### src/rtl/egress_arbiter.sv
`default_nettype none
// ============================================================================
// Module   : egress_arbiter
// Purpose  : Round-robin, packet-granular arbiter that lets N_PORTS ingress
//            ports share one egress. A port keeps the egress from its first
//            word through its end-of-packet transfer. A stall watchdog
//            forces a release if the granted port stops presenting words.
// Ports    : clk              - sole clock, rising edge
//            reset_n          - asynchronous active-low reset
//            ingress_valid    - per-port word valid; doubles as the request
//            ingress_eop      - per-port end-of-packet, qualified by valid
//            ingress_ready    - per-port accept, only the granted port sees it
//            egress_ready     - downstream accept
//            egress_valid     - egress word valid
//            egress_eop       - egress end-of-packet
//            selected_ingress - registered select for the egress data mux
//            grant_valid      - high while a port owns the egress
//            timeout_pulse    - one-cycle pulse on a forced release
// Revision : 1.0 - initial release
// ============================================================================
module egress_arbiter #(
  parameter int N_PORTS        = 4,
  parameter int IDX_WIDTH      = $clog2(N_PORTS),
  parameter int TIMEOUT_CYCLES = 64
) (
  input  logic                 clk,
  input  logic                 reset_n,
  input  logic [N_PORTS-1:0]   ingress_valid,
  input  logic [N_PORTS-1:0]   ingress_eop,
  output logic [N_PORTS-1:0]   ingress_ready,
  input  logic                 egress_ready,
  output logic                 egress_valid,
  output logic                 egress_eop,
  output logic [IDX_WIDTH-1:0] selected_ingress,
  output logic                 grant_valid,
  output logic                 timeout_pulse
);

  typedef enum logic [0:0] {
    S_IDLE = 1'b0,
    S_BUSY = 1'b1
  } state_t;

  localparam logic [IDX_WIDTH:0]   c_NPORTS      = (IDX_WIDTH+1)'(N_PORTS);
  localparam logic [IDX_WIDTH-1:0] c_LAST_PORT   = IDX_WIDTH'(N_PORTS - 1);
  localparam logic [15:0]          c_STALL_LIMIT = 16'(TIMEOUT_CYCLES - 1);

  state_t               r_state;
  logic [IDX_WIDTH-1:0] r_rr_ptr;
  logic [IDX_WIDTH-1:0] r_sel;
  logic [15:0]          r_stall;
  logic                 r_timeout;

  logic                 w_busy;
  logic                 w_sel_valid;
  logic                 w_sel_eop;
  logic [IDX_WIDTH-1:0] w_sel_next;
  logic                 w_found;
  logic [IDX_WIDTH-1:0] w_pick;
  logic [IDX_WIDTH:0]   w_cand;

  assign w_busy      = (r_state == S_BUSY);
  assign w_sel_valid = ingress_valid[r_sel];
  assign w_sel_eop   = ingress_eop[r_sel];
  // Wrap explicitly so a non-power-of-two port count never yields an
  // out-of-range pointer.
  assign w_sel_next  = (r_sel == c_LAST_PORT) ? '0 : r_sel + 1'b1;

  // Scan ports starting at the round-robin pointer. The candidate is one bit
  // wider than the index so rr_ptr+i cannot overflow before the wrap test.
  always_comb begin
    w_found = 1'b0;
    w_pick  = '0;
    w_cand  = '0;
    for (int i = 0; i < N_PORTS; i++) begin
      w_cand = {1'b0, r_rr_ptr} + (IDX_WIDTH+1)'(i);
      if (w_cand >= c_NPORTS) begin
        w_cand = w_cand - c_NPORTS;
      end
      if (!w_found && ingress_valid[w_cand[IDX_WIDTH-1:0]]) begin
        w_found = 1'b1;
        w_pick  = w_cand[IDX_WIDTH-1:0];
      end
    end
  end

  // Egress handshake is a pure combinational pass-through of the granted
  // port; nothing is presented during the IDLE arbitration bubble.
  always_comb begin
    ingress_ready = '0;
    if (w_busy) begin
      ingress_ready[r_sel] = egress_ready;
    end
  end

  assign egress_valid     = w_busy & w_sel_valid;
  assign egress_eop       = w_busy & w_sel_valid & w_sel_eop;
  assign grant_valid      = w_busy;
  assign selected_ingress = r_sel;
  assign timeout_pulse    = r_timeout;

  always_ff @(posedge clk or negedge reset_n) begin
    if (!reset_n) begin
      r_state   <= S_IDLE;
      r_rr_ptr  <= '0;
      r_sel     <= '0;
      r_stall   <= '0;
      r_timeout <= 1'b0;
    end else begin
      r_timeout <= 1'b0;
      case (r_state)
        S_IDLE: begin
          if (w_found) begin
            r_sel   <= w_pick;
            r_stall <= '0;
            r_state <= S_BUSY;
          end
        end
        S_BUSY: begin
          if (w_sel_valid) begin
            // A presented word, even one held off by back-pressure, proves
            // the port is alive, so the watchdog restarts.
            r_stall <= '0;
            if (egress_ready && w_sel_eop) begin
              r_state  <= S_IDLE;
              r_rr_ptr <= w_sel_next;
            end
          end else if (r_stall == c_STALL_LIMIT) begin
            r_state   <= S_IDLE;
            r_rr_ptr  <= w_sel_next;
            r_stall   <= '0;
            r_timeout <= 1'b1;
          end else begin
            r_stall <= r_stall + 16'd1;
          end
        end
        default: begin
          r_state <= S_IDLE;
        end
      endcase
    end
  end

endmodule
`default_nettype wire
### config.mk
export PLATFORM = sky130hd
export DESIGN_NAME = egress_arbiter
export DESIGN_NICKNAME = d
export VERILOG_FILES = /design/src/rtl/egress_arbiter.sv
export SDC_FILE = /design/constraint.sdc
export NUM_CORES = 1
export LEC_CHECK = 0
export BUFFER_PORTS_ARGS = -buffer_cell sky130_fd_sc_hd__buf_2
export CAP_MARGIN = 10
export CORE_ASPECT_RATIO = 0.9
export CORE_MARGIN = 3
export CORE_UTILIZATION = 29
export DETAILED_ROUTE_END_ITERATION = 12
export PLACE_DENSITY_LB_ADDON = 0.08
export SLEW_MARGIN = 20
export SYNTH_ARGS = -nofsm -noshare
export SYNTH_HDL_FRONTEND = slang
export SYNTH_SLANG_ARGS = --single-unit
### constraint.sdc
create_clock -name clk -period 2.3 [get_ports clk]
set_clock_uncertainty 0.2 [all_clocks]
set_input_delay 0.46 -clock clk [delete_from_list [all_inputs] [get_ports clk]]
set_output_delay 0.46 -clock clk [all_outputs]
set_load 0.005 [all_outputs]
==> reports/summary.txt <==
run status -> finished, final reports clean
dpl hpwl -> 2770 microns
die width -> 79.2 microns
number of nets still failing antenna checks after routing -> 0
Worst setup endpoint -> egress_eop
via-per-instance ratio -> 5.40
Crit path arrival time -> 1560 ps
Site Rows -> 23
Power Density -> 787 mW/mm^2
number of standard cells in the final layout excluding fillers -> 240
total negative slack -> 0 ps
clock network latency to the later pin of the worst-skew pair -> 260 ps
total number of clock tree sinks -> 22
instance count of the mapped netlist -> 146
Worst-Margin Slew -> 530 ps
number of diodes -> 0
cell depth of the worst hold path -> 1
count of filler cells inserted in the layout -> 491
number of cells traversed by the worst register-to-register path -> 5
number of antenna violations at the first check in global routing -> 0
Post-synth EDFFs -> 0
Setup crit start -> selected_ingress[0]
reg-to-reg critical path endpoint -> r_stall[12]
first-pass GRT wire length -> 6270 microns
synthesized netlist net count -> 162
Min Hold Slack -> 343 ps
number of endpoints with negative hold slack in the final report -> 0
cell leakage power -> 0.750 nW
routed wire length per instance -> 15.0 microns
maximum number of pins on one net before global-route repair -> 23
instance area after placement -> 0.00164 sq mm
grt ovf -> 0
mapped cell area -> 0.00140 sq mm
sequential cell area fraction in the yosys report -> 0.394
count of boundary I/O pins -> 21
TritonCTS clock tree -> done
post-route minimum period -> 2220 ps
Critical Path Sink Type -> output pin
flip-flop cell with the highest count after synthesis -> sky130_fd_sc_hd__dfrtp_1
total power after layout -> 1.34 mW
Post-Place Cells -> 235
R2R setup slack -> 160 ps
largest voltage drop on the vdd net -> 0.314 mV
worst setup slack before clock tree synthesis -> 100 ps
number of CTS-inserted buffers -> 3
required time of the critical path -> 1640 ps
fraction of the core area covered by cells at the end of the flow -> 0.375
kind of critical path -> reg2out
remaining max-slew budget at the tightest pin -> 0.647
fraction of layout instances using a drive strength above 1 -> 0.292
buffer depth of the longest clock path -> 2
number of register bits inferred by synthesis -> 22
number of global-route vias before repair -> 1283
H-tree depth reported by CTS -> 1
violation count after the first detailed-routing iteration -> 56
setup violators final -> 0
count of pins over their slew limit -> 0
Crit Path Max Fanout -> 3
Area growth syn-to-layout -> 22.0%
crit path launch type -> flip-flop
post-route fraction of the period consumed by the critical path -> 0.963
post-route setup slack -> 84.1 ps
reg-to-reg critical path startpoint -> r_stall[0]
maximum clock frequency -> 451 MHz
setup repair after global routing missed its margin -> no
area of the core -> 0.00455 sq mm
vertical extent of the die -> 71.9 microns
final wirelength -> 3610 microns
final estimated routing congestion in global placement -> 0.758
final non-filler cell area -> 0.00171 sq mm
async set or reset register ratio after synthesis -> 1.00
post-route DRC violation count -> 0
class of the most critical hold timing path -> reg2reg
count of distinct cell types in the synthesized netlist -> 45
count of port buffers added during placement -> 20
clock edge transition at the registers on the reported setup and hold paths -> 80 ps
overall track demand over capacity in global routing -> 0.139
overall die area -> 0.00569 sq mm
Synth Warn # -> 0
CTS root buf -> sky130_fd_sc_hd__clkbuf_8
final-stage net count -> 196
number of maximum-capacitance constraint violations -> 0
Initial Util -> 0.307
average instance area after synthesis -> 9.57 sq um
TritonRoute pass-1 iters -> 4
total via count after detailed routing -> 1295
## kinds of logic after synthesis
group                    Yosys count  share of synthesized area
AND/OR/NAND/NOR                   61                      0.259
AO/OA/AOI/OAI                     41                      0.204
flip-flops                        22                      0.394
buffers and inverters             11                     0.0358
multiplexers                       6                     0.0627
adder cells (fa/ha/maj)            5                     0.0448
## worst max-delay path, stage by stage, from the launching register on
cell	delay, ps
sky130_fd_sc_hd__dfrtp_1	410
sky130_fd_sc_hd__buf_6	120
sky130_fd_sc_hd__mux4_2	500
sky130_fd_sc_hd__and3_4	160
sky130_fd_sc_hd__buf_2	120
## routing by layer
layer  routed length (microns)  up-vias  GRT usage
li1                          -      630          -
met1                      1730      644      0.193
met2                      1770       19      0.225
met3                        89        2     0.0276
met4                        22        0     0.0267
met5                         0        -          0
## final cells by class
class                      instances  area [sq um]  area share
tap                               62          77.6      0.0455
multi-input combinational        113           802       0.470
clock buffer                       3          41.3      0.0242
sequential                        22           551       0.323
timing repair buffer              34           211       0.124
inverter                           6          22.5      0.0132
## cells in the mapped netlist (2+ instances only)
library cell,n,area (sq um)
sky130_fd_sc_hd__a21oi_1,7,35.0
sky130_fd_sc_hd__a21oi_2,2,17.5
sky130_fd_sc_hd__a22o_1,2,17.5
sky130_fd_sc_hd__a31oi_1,6,37.5
sky130_fd_sc_hd__and2_1,2,12.5
sky130_fd_sc_hd__and3_1,10,62.6
sky130_fd_sc_hd__clkbuf_1,3,11.3
sky130_fd_sc_hd__dfrtp_1,22,551
sky130_fd_sc_hd__ha_1,5,62.6
sky130_fd_sc_hd__inv_1,6,22.5
sky130_fd_sc_hd__mux2_2,2,22.5
sky130_fd_sc_hd__mux2i_1,2,20.0
sky130_fd_sc_hd__mux4_2,2,45.0
sky130_fd_sc_hd__nand2_1,8,30.0
sky130_fd_sc_hd__nand2b_1,2,12.5
sky130_fd_sc_hd__nand3_1,7,35.0
sky130_fd_sc_hd__nand3b_1,2,15.0
sky130_fd_sc_hd__nand4_1,3,18.8
sky130_fd_sc_hd__nor2_1,8,30.0
sky130_fd_sc_hd__nor4_1,4,25.0
sky130_fd_sc_hd__o21ai_0,7,35.0
sky130_fd_sc_hd__o31ai_1,7,52.6
sky130_fd_sc_hd__or4_1,5,37.5
## repair_timing
action | CTS | global route
gates resized for setup | 1 | 1
hold endpoints to repair | 22 | 0
buffers inserted | 1 | 0
endpoints found under the setup margin | 1 | 1
hold buffers | 1 | 0
gates cloned | 0 | 0
pin swaps | 0 | 1
## sequential cells by signal (all words and copies together) (netlist names)
signal            cells
timeout_pulse         1
selected_ingress      2
grant_valid           1
r_rr_ptr              2
r_stall              16
## placed cells by master (no fill, tap or decap), drive strengths merged
cell and count:
nor3 1, a32o 1, clkbuf 3, a31o 1
nor2b 1, a211o 1, or2 1, or4 6
ha 5, nand2 8, a22o 3, nor4 5
buf 33, inv 6, mux2i 2, a221o 1
and2 3, nor3b 1, nand3 8, mux2 2
a31oi 6, or3 1, nand3b 2, mux4 2
a2111oi 1, dfrtp 22, nor2 8, o31ai 7
o21ai 8, dlygate4sd3 1, o211ai 1, o31a 1
and3 10, nand2b 2, a21oi 9, nand4 3
a21o 1, nor4bb 1
## worst min-delay path by stage
stage | start | endpoint | slack, ps
2_1_floorplan | reset_n | grant_valid | -40
3_3_place_gp | reset_n | r_stall[1] | 260
3_5_place_dp | reset_n | r_stall[2] | 270
4_1_cts | ingress_valid[3] | selected_ingress[1] | 340
5_1_grt | ingress_valid[3] | selected_ingress[1] | 360
6_report | r_stall[0] | r_stall[0] | 340
## power breakdown
group / total [mW] / internal (mW) / switching [mW]
Sequential: 0.533 / 0.450 / 0.0829
Combinational: 0.573 / 0.291 / 0.282
Clock: 0.236 / 0.117 / 0.120
Power figures use the tool's default switching activity.
